===== src/rtl/aq_reduce_ctrl.sv =====
// Frame sequencer for aq_reduce. It shadows the scaler geometry for each frame and
// issues one frame sync per frame. It admits one frame's pixels at a time, then
// checks the returned output count and DOUT_LAST, and reports DONE and ERR.
module aq_reduce_ctrl #(
  parameter  int unsigned DRAIN_TO = 64,
  localparam int unsigned GW       = 16,
  localparam int unsigned DW       = 32,
  localparam int unsigned CW       = 32
) (
  input  logic          RST_N,
  input  logic          CLK,
  input  logic [GW-1:0] CFG_ORG_X,
  input  logic [GW-1:0] CFG_ORG_Y,
  input  logic [GW-1:0] CFG_CNV_X,
  input  logic [GW-1:0] CFG_CNV_Y,
  input  logic          START,
  input  logic          ABORT,
  input  logic          S_TVALID,
  input  logic [DW-1:0] S_TDATA,
  output logic          S_TREADY,
  output logic [GW-1:0] ORG_X,
  output logic [GW-1:0] ORG_Y,
  output logic [GW-1:0] CNV_X,
  output logic [GW-1:0] CNV_Y,
  output logic          DIN_WE,
  output logic          DIN_FSYNC,
  output logic [DW-1:0] DIN,
  input  logic          DOUT_OE,
  input  logic          DOUT_LAST,
  output logic          BUSY,
  output logic          DONE,
  output logic          ERR,
  output logic [CW-1:0] OUT_CNT
);

  localparam int unsigned TW = (DRAIN_TO > 1) ? $clog2(DRAIN_TO) : 1;

  typedef enum logic [2:0] {ST_IDLE, ST_SYNC, ST_FEED, ST_DRAIN, ST_FIN} state_t;

  state_t        r_state, w_state_nxt;
  logic          r_sync_ph, w_sync_ph_nxt;
  logic [CW-1:0] r_in_cnt, w_in_cnt_nxt;
  logic [CW-1:0] r_in_total, w_in_total_nxt;
  logic [CW-1:0] r_cnv_total, w_cnv_total_nxt;
  logic [TW-1:0] r_to_cnt, w_to_cnt_nxt;
  logic [CW-1:0] r_out_cnt, w_out_cnt_nxt;
  logic          r_err, w_err_nxt;
  logic          r_done, w_done_nxt;
  logic          r_fsync, w_fsync_nxt;
  logic          r_din_we, w_din_we_nxt;
  logic [DW-1:0] r_din, w_din_nxt;
  logic          r_tready, w_tready_nxt;
  logic          r_busy, w_busy_nxt;
  logic [GW-1:0] r_org_x, r_org_y, r_cnv_x, r_cnv_y;
  logic [GW-1:0] w_org_x_nxt, w_org_y_nxt, w_cnv_x_nxt, w_cnv_y_nxt;

  logic          w_cfg_ok, w_hs, w_last_px, w_oe_en, w_drain_to, w_abort;
  logic [CW-1:0] w_out_inc;

  assign w_cfg_ok   = (CFG_CNV_X != '0) && (CFG_CNV_X <= CFG_ORG_X) &&
                      (CFG_CNV_Y != '0) && (CFG_CNV_Y <= CFG_ORG_Y);
  assign w_hs       = S_TVALID && r_tready;
  assign w_last_px  = (r_in_cnt + CW'(1)) == r_in_total;
  assign w_oe_en    = DOUT_OE && ((r_state == ST_SYNC) || (r_state == ST_FEED) ||
                                  (r_state == ST_DRAIN));
  assign w_out_inc  = r_out_cnt + CW'(w_oe_en);
  assign w_drain_to = r_to_cnt == TW'(DRAIN_TO - 1);
  assign w_abort    = ABORT && (r_state != ST_IDLE);

  // State register
  always_ff @(posedge CLK or negedge RST_N) begin
    if (!RST_N) r_state <= ST_IDLE;
    else        r_state <= w_state_nxt;
  end

  // Next-state logic; abort overrides everything outside IDLE
  always_comb begin
    w_state_nxt = r_state;
    if (w_abort) begin
      w_state_nxt = ST_IDLE;
    end else begin
      case (r_state)
        ST_IDLE:  if (START && w_cfg_ok) w_state_nxt = ST_SYNC;
        ST_SYNC:  if (r_sync_ph) w_state_nxt = ST_FEED;
        ST_FEED:  if (w_hs && w_last_px) w_state_nxt = ST_DRAIN;
        ST_DRAIN: if (DOUT_LAST || w_drain_to) w_state_nxt = ST_FIN;
        ST_FIN:   w_state_nxt = ST_IDLE;
        default:  w_state_nxt = ST_IDLE;
      endcase
    end
  end

  // Next values of all registered outputs and datapath counters
  always_comb begin
    w_sync_ph_nxt   = r_sync_ph;
    w_in_cnt_nxt    = r_in_cnt;
    w_in_total_nxt  = r_in_total;
    w_cnv_total_nxt = r_cnv_total;
    w_to_cnt_nxt    = r_to_cnt;
    w_out_cnt_nxt   = w_out_inc;
    w_err_nxt       = r_err;
    w_done_nxt      = 1'b0;
    w_fsync_nxt     = 1'b0;
    w_din_we_nxt    = 1'b0;
    w_din_nxt       = r_din;
    w_tready_nxt    = 1'b0;
    w_busy_nxt      = w_state_nxt != ST_IDLE;
    w_org_x_nxt     = r_org_x;
    w_org_y_nxt     = r_org_y;
    w_cnv_x_nxt     = r_cnv_x;
    w_cnv_y_nxt     = r_cnv_y;
    if (w_abort) begin
      w_err_nxt = 1'b1;
    end else begin
      case (r_state)
        ST_IDLE: begin
          w_out_cnt_nxt = r_out_cnt;
          if (START) begin
            if (w_cfg_ok) begin
              w_org_x_nxt   = CFG_ORG_X;
              w_org_y_nxt   = CFG_ORG_Y;
              w_cnv_x_nxt   = CFG_CNV_X;
              w_cnv_y_nxt   = CFG_CNV_Y;
              w_err_nxt     = 1'b0;
              w_out_cnt_nxt = '0;
              w_in_cnt_nxt  = '0;
              w_sync_ph_nxt = 1'b0;
              w_fsync_nxt   = 1'b1;
            end else begin
              w_err_nxt  = 1'b1;
              w_done_nxt = 1'b1;
            end
          end
        end
        ST_SYNC: begin
          w_sync_ph_nxt = 1'b1;
          if (!r_sync_ph) begin
            w_in_total_nxt  = CW'(r_org_x) * CW'(r_org_y);
            w_cnv_total_nxt = CW'(r_cnv_x) * CW'(r_cnv_y);
          end else begin
            w_tready_nxt = 1'b1;
          end
        end
        ST_FEED: begin
          w_tready_nxt = 1'b1;
          if (w_hs) begin
            w_din_nxt    = S_TDATA;
            w_din_we_nxt = 1'b1;
            w_in_cnt_nxt = r_in_cnt + CW'(1);
            if (w_last_px) begin
              w_tready_nxt = 1'b0;
              w_to_cnt_nxt = '0;
            end
          end
        end
        ST_DRAIN: begin
          w_to_cnt_nxt = r_to_cnt + TW'(1);
          if (DOUT_LAST) begin
            w_done_nxt = 1'b1;
            if (w_out_inc != r_cnv_total) w_err_nxt = 1'b1;
          end else if (w_drain_to) begin
            w_done_nxt = 1'b1;
            w_err_nxt  = 1'b1;
          end
        end
        ST_FIN: w_out_cnt_nxt = r_out_cnt;
        default: ;
      endcase
    end
  end

  // Output and datapath registers
  always_ff @(posedge CLK or negedge RST_N) begin
    if (!RST_N) begin
      r_sync_ph   <= 1'b0;
      r_in_cnt    <= '0;
      r_in_total  <= '0;
      r_cnv_total <= '0;
      r_to_cnt    <= '0;
      r_out_cnt   <= '0;
      r_err       <= 1'b0;
      r_done      <= 1'b0;
      r_fsync     <= 1'b0;
      r_din_we    <= 1'b0;
      r_din       <= '0;
      r_tready    <= 1'b0;
      r_busy      <= 1'b0;
      r_org_x     <= '0;
      r_org_y     <= '0;
      r_cnv_x     <= '0;
      r_cnv_y     <= '0;
    end else begin
      r_sync_ph   <= w_sync_ph_nxt;
      r_in_cnt    <= w_in_cnt_nxt;
      r_in_total  <= w_in_total_nxt;
      r_cnv_total <= w_cnv_total_nxt;
      r_to_cnt    <= w_to_cnt_nxt;
      r_out_cnt   <= w_out_cnt_nxt;
      r_err       <= w_err_nxt;
      r_done      <= w_done_nxt;
      r_fsync     <= w_fsync_nxt;
      r_din_we    <= w_din_we_nxt;
      r_din       <= w_din_nxt;
      r_tready    <= w_tready_nxt;
      r_busy      <= w_busy_nxt;
      r_org_x     <= w_org_x_nxt;
      r_org_y     <= w_org_y_nxt;
      r_cnv_x     <= w_cnv_x_nxt;
      r_cnv_y     <= w_cnv_y_nxt;
    end
  end

  assign S_TREADY  = r_tready;
  assign ORG_X     = r_org_x;
  assign ORG_Y     = r_org_y;
  assign CNV_X     = r_cnv_x;
  assign CNV_Y     = r_cnv_y;
  assign DIN_WE    = r_din_we;
  assign DIN_FSYNC = r_fsync;
  assign DIN       = r_din;
  assign BUSY      = r_busy;
  assign DONE      = r_done;
  assign ERR       = r_err;
  assign OUT_CNT   = r_out_cnt;

endmodule


===== config.mk =====
export PLATFORM = sky130hd
export DESIGN_NAME = aq_reduce_ctrl
export DESIGN_NICKNAME = d
export VERILOG_FILES = /design/src/rtl/aq_reduce_ctrl.sv
export SDC_FILE = /design/constraint.sdc
export NUM_CORES = 2
export LEC_CHECK = 0
export ABC_AREA = 1
export CAP_MARGIN = 10
export CORE_UTILIZATION = 60
export DETAILED_ROUTE_END_ITERATION = 10
export PLACE_DENSITY = 0.82
export SLEW_MARGIN = 20
export SYNTH_ARGS = -nofsm -noshare
export SYNTH_HDL_FRONTEND = slang
export SYNTH_SLANG_ARGS = --single-unit

===== constraint.sdc =====
create_clock -name CLK -period 18.1 [get_ports CLK]
set_input_delay 4.525 -clock CLK [delete_from_list [all_inputs] [get_ports CLK]]
set_output_delay 4.525 -clock CLK [all_outputs]
set_load 0.005 [all_outputs]

==> impl_results.rst <==
.. list-table::
   :header-rows: 1

   * - Metric
     - Value
   * - Delay contributed by the slowest stage of the critical path
     - around 0.64 ns
   * - Average detailed-routed wire length per instance
     - 16.6 um
   * - Post-route ant nets
     - 0
   * - Fmax
     - ~0.13 GHz
   * - Final antenna diode count
     - 0
   * - Deepest clock path buffer count
     - 3
   * - R2R setup slack
     - 11.58 ns
   * - PortBufs
     - 236
   * - Antenna violations before repair
     - 0
   * - Top delay family on crit path
     - buffers and inverters
   * - Synthesis-stage register bit count
     - 240
   * - Final Hold Violating Endpoints
     - 0
   * - Ranking of synthesized cells by area
     - sky130_fd_sc_hd__fa_1, sky130_fd_sc_hd__dfrtp_1, sky130_fd_sc_hd__nand2_1
   * - Kind of launch point of the worst setup path
     - input pin
   * - Type of the most critical hold path
     - reg -> reg
   * - Post CTS Setup Buffer Count
     - 0
   * - Initial detailed-routing violation count
     - between 1,500 and 2,000
   * - Maximum number of pins on one net before global-route repair
     - 99
   * - Clock Latency Late Sink
     - between 0.5 and 0.6 ns
   * - Synthesized-area fraction occupied by adder cells
     - between 30% and 40%
   * - Clock tree from TritonCTS
     - done
   * - Simple-Gate Fraction of Synth Area
     - approximately a quarter
   * - Yosys top cell by area
     - sky130_fd_sc_hd__fa_1
   * - Routability congestion estimate
     - about 0.95
   * - Final period utilization
     - a little over two fifths
   * - Filler Cell Count
     - 4,054
   * - Worst hold slack
     - around 0.48 ns
   * - Type of the worst setup path
     - in -> reg
   * - Area delta synth->final
     - 11.9%
   * - Routed via count divided by cell count
     - 5.36
   * - Register area share after synthesis
     - between 10% and 20%
   * - Mapped Nets
     - around 4,800
   * - Count of flip-flops with a built-in enable after synthesis
     - 0
   * - Worst r2r path cells
     - 22
   * - Number of different library cells in the post-synthesis netlist
     - 43
   * - Result of the run
     - completed
   * - Total number of vias
     - about 26,000
   * - Summed negative setup slack over all endpoints
     - 0 ns
   * - Final slew viol count
     - 0
   * - Share of the synthesized area in the top cell type
     - between 20% and 30%
   * - Remaining DRCs
     - 0
   * - Maximum fanout count along the critical path
     - just under 100
   * - Share of layout cells above drive strength 1
     - approximately 2.8%
   * - Slowest stage cell, crit path
     - sky130_fd_sc_hd__a21oi_1
   * - Nets@finish
     - roughly 4,900
   * - DIE WIDTH
     - ~230 um
   * - GRT Total Usage
     - 32.7%
   * - Number of gates resized after CTS
     - 0
   * - Number of H-tree branching levels
     - 1
   * - Signal arrival time at the worst endpoint
     - 8.05 ns
   * - Req. time, crit path
     - between 15 and 20 ns
   * - Combinational family with the most area after synthesis
     - adder cells
   * - Count of max-cap constraint violations
     - 0
   * - Setup slack at placement
     - 10.11 ns
   * - Critical R2R Launch
     - CNV_X[10]
   * - Via count of the first global-routing pass
     - about 26,000
   * - Multiplexer share of the synthesized area
     - 0%
   * - Placed wire-length estimate after detailed placement
     - around 60,000 um
   * - Total clock sinks
     - 240
   * - Endpoint class of the critical path
     - flop
   * - Dominant synthesized flop cell
     - sky130_fd_sc_hd__dfrtp_1
   * - Number of instances in the synthesized netlist
     - 4,052
   * - Area fraction in compound gates after synthesis
     - 5.19%
   * - Global route overflow
     - 0
   * - Avg Synthesized Cell Area
     - approximately 7.5 sq um
   * - Final worst slack
     - between 10 and 15 ns
   * - Worst Setup EP
     - r_state[0]
   * - Clk pin slew, worst setup/hold paths
     - 0.06 ns
   * - Ys async rst share
     - 100%
   * - Launch point of the worst path
     - CFG_CNV_X[15]
   * - Combined area of all synthesized cells
     - 30,300 sq um
   * - Reg-to-reg endpoint
     - r_cnv_total[28]
   * - Wire length of the first global-routing pass
     - between 100,000 and 150,000 um
   * - Initial standard-cell utilization of the core
     - roughly 61%
   * - Worst Path Buf+Inv
     - 4
   * - Count of boundary I/O pins
     - about 240
   * - Number of warnings printed during yosys synthesis
     - 0
   * - Rel. slew slack
     - about 27%
   * - Final worst path period need
     - 7.56 ns
   * - Total CTS buffers
     - 27
   * - Unrepaired setup endpoints after global routing
     - false
   * - Detailed-router iteration count before antenna repair
     - 6
   * - Post-synthesis share of cell area spent on xor and xnor gates
     - between 2 and 3%
   * - Clk_skew
     - 0.0156 ns
   * - Hold buffers post-CTS
     - 0
   * - Placeable core region
     - between 40,000 and 50,000 sq um
   * - FP Rows
     - 81
   * - Number of setup violations in the final report
     - 0
   * - Height of the die
     - 227 um
   * - Die area
     - roughly 51,000 sq um
   * - Leading cell types by count after synthesis
     - sky130_fd_sc_hd__nand2_1, sky130_fd_sc_hd__inv_1, sky130_fd_sc_hd__fa_1
   * - Slew at the pin with the worst max-slew slack
     - 1.10 ns
   * - Critical path depth in cells
     - 12
   * - Ordered list of cells on the worst path
     - clkdlybuf4s50_1 > ha_1 > nand2_1 > nor4_1 > nand3_1 > a21oi_1 > nand3_4 > buf_4 > clkinv_1 > buf_4 > nor2_1 > a21oi_1
   * - Wirelength, routed
     - 80,500 um
   * - Clock Tree Root
     - sky130_fd_sc_hd__clkbuf_16
   * - Cell with the most instances after synthesis
     - sky130_fd_sc_hd__nand2_1
worst reg2reg max path, stage by stage, from the launching register on:
cell and delay [ns]:
sky130_fd_sc_hd__dfrtp_1 1.02, sky130_fd_sc_hd__nand2_1 0.20, sky130_fd_sc_hd__fa_1 0.55, sky130_fd_sc_hd__fa_1 0.57, sky130_fd_sc_hd__fa_1 0.45, sky130_fd_sc_hd__fa_1 0.55, sky130_fd_sc_hd__inv_1 0.05, sky130_fd_sc_hd__fa_1 0.47
sky130_fd_sc_hd__inv_1 0.05, sky130_fd_sc_hd__fa_1 0.48, sky130_fd_sc_hd__inv_1 0.05, sky130_fd_sc_hd__ha_1 0.36, sky130_fd_sc_hd__nand2_1 0.12, sky130_fd_sc_hd__nor2_1 0.10, sky130_fd_sc_hd__inv_1 0.05, sky130_fd_sc_hd__o21ai_0 0.48
sky130_fd_sc_hd__a21oi_1 0.20, sky130_fd_sc_hd__o21ai_0 0.29, sky130_fd_sc_hd__nand2_1 0.11, sky130_fd_sc_hd__nand3_1 0.08, sky130_fd_sc_hd__nand2_1 0.05, sky130_fd_sc_hd__nand3_1 0.08, sky130_fd_sc_hd__nand2_1 0.06
per-stage QoR:
stage / util [%] / area [sq um] / instances
CTS: 68.7 / 33900 / 4834
global route: 68.7 / 33900 / 4834
floorplan: - / 30300 / 4052
finish: 68.7 / 33900 / 4834
global placement: 66.7 / 32900 / 4786
detailed placement: 66.7 / 32900 / 4786
how the worst min path moves through the flow:
stage,cells after the start,start,to,slack (ns)
floorplan,2,r_cnv_total[2],r_cnv_total[2],0.46
global placement,2,DIN[12],DIN[12],0.46
detailed placement,2,DIN[12],DIN[12],0.46
CTS,2,DIN[12],DIN[12],0.48
global route,2,DIN[22],DIN[22],0.50
finish,2,DIN[25],DIN[25],0.48
registers in the layout, indices dropped and copies added (netlist names):
register	flops
DIN	32
OUT_CNT	32
r_cnv_total	32
r_in_cnt	32
r_in_total	32
CNV_X	16
CNV_Y	16
ORG_X	16
ORG_Y	16
r_to_cnt	6
r_state	3
BUSY	1
DIN_FSYNC	1
DIN_WE	1
DONE	1
ERR	1
S_TREADY	1
r_sync_ph	1
cells in the final DEF, fill, tap and decap left out, types with 5 or more instances in the layout:
master	count
sky130_fd_sc_hd__nand2_1	1317
sky130_fd_sc_hd__a21boi_0	5
sky130_fd_sc_hd__xor2_1	43
sky130_fd_sc_hd__nor2_1	159
sky130_fd_sc_hd__nand2_4	5
sky130_fd_sc_hd__fa_1	388
sky130_fd_sc_hd__inv_1	865
sky130_fd_sc_hd__nor2_4	6
sky130_fd_sc_hd__nand3_1	146
sky130_fd_sc_hd__nor3_1	21
sky130_fd_sc_hd__clkdlybuf4s50_1	235
sky130_fd_sc_hd__nand3b_1	19
sky130_fd_sc_hd__o21bai_1	8
sky130_fd_sc_hd__nand2_2	8
sky130_fd_sc_hd__o211ai_1	6
sky130_fd_sc_hd__a21o_1	8
sky130_fd_sc_hd__nor2_2	8
sky130_fd_sc_hd__xnor2_1	38
sky130_fd_sc_hd__nand4_1	22
sky130_fd_sc_hd__a21oi_1	82
sky130_fd_sc_hd__o21ai_0	173
sky130_fd_sc_hd__bufinv_16	6
sky130_fd_sc_hd__ha_1	244
sky130_fd_sc_hd__dfrtp_1	240
sky130_fd_sc_hd__or2_2	25
sky130_fd_sc_hd__buf_4	13
sky130_fd_sc_hd__clkbuf_16	27
sky130_fd_sc_hd__nor4_1	10
kinds of logic (layout without fill, tap and decap cells):
group | count (synthesis) | after routing
compound gates | 295 | 295
xor+xnor | 85 | 85
buf+inv | 1046 | 1164
fa+ha+maj | 632 | 632
flops | 240 | 240
simple gates | 1754 | 1754
routing by layer:
metal  global-route usage [%]  part of all wire (%)
met1                     44.0                    42
met5                        0                     0
met4                     9.35                   3.0
met2                     52.8                    45
met3                     7.35                    11
layout make-up:
class / instances / area, sq um / share of cell area, %
timing repair buffer: 249 / 2460 / 7.27
clock buffer: 35 / 746 / 2.20
sequential: 240 / 6010 / 17.7
tap: 664 / 831 / 2.45
clock inverter: 13 / 239 / 0.704
inverter: 867 / 3250 / 9.59
multi-input combinational: 2766 / 20400 / 60.1
Power is left out: the tool's default activity adds up to more than one toggle a clock period on the data nets, which glitch-free logic cannot reach.
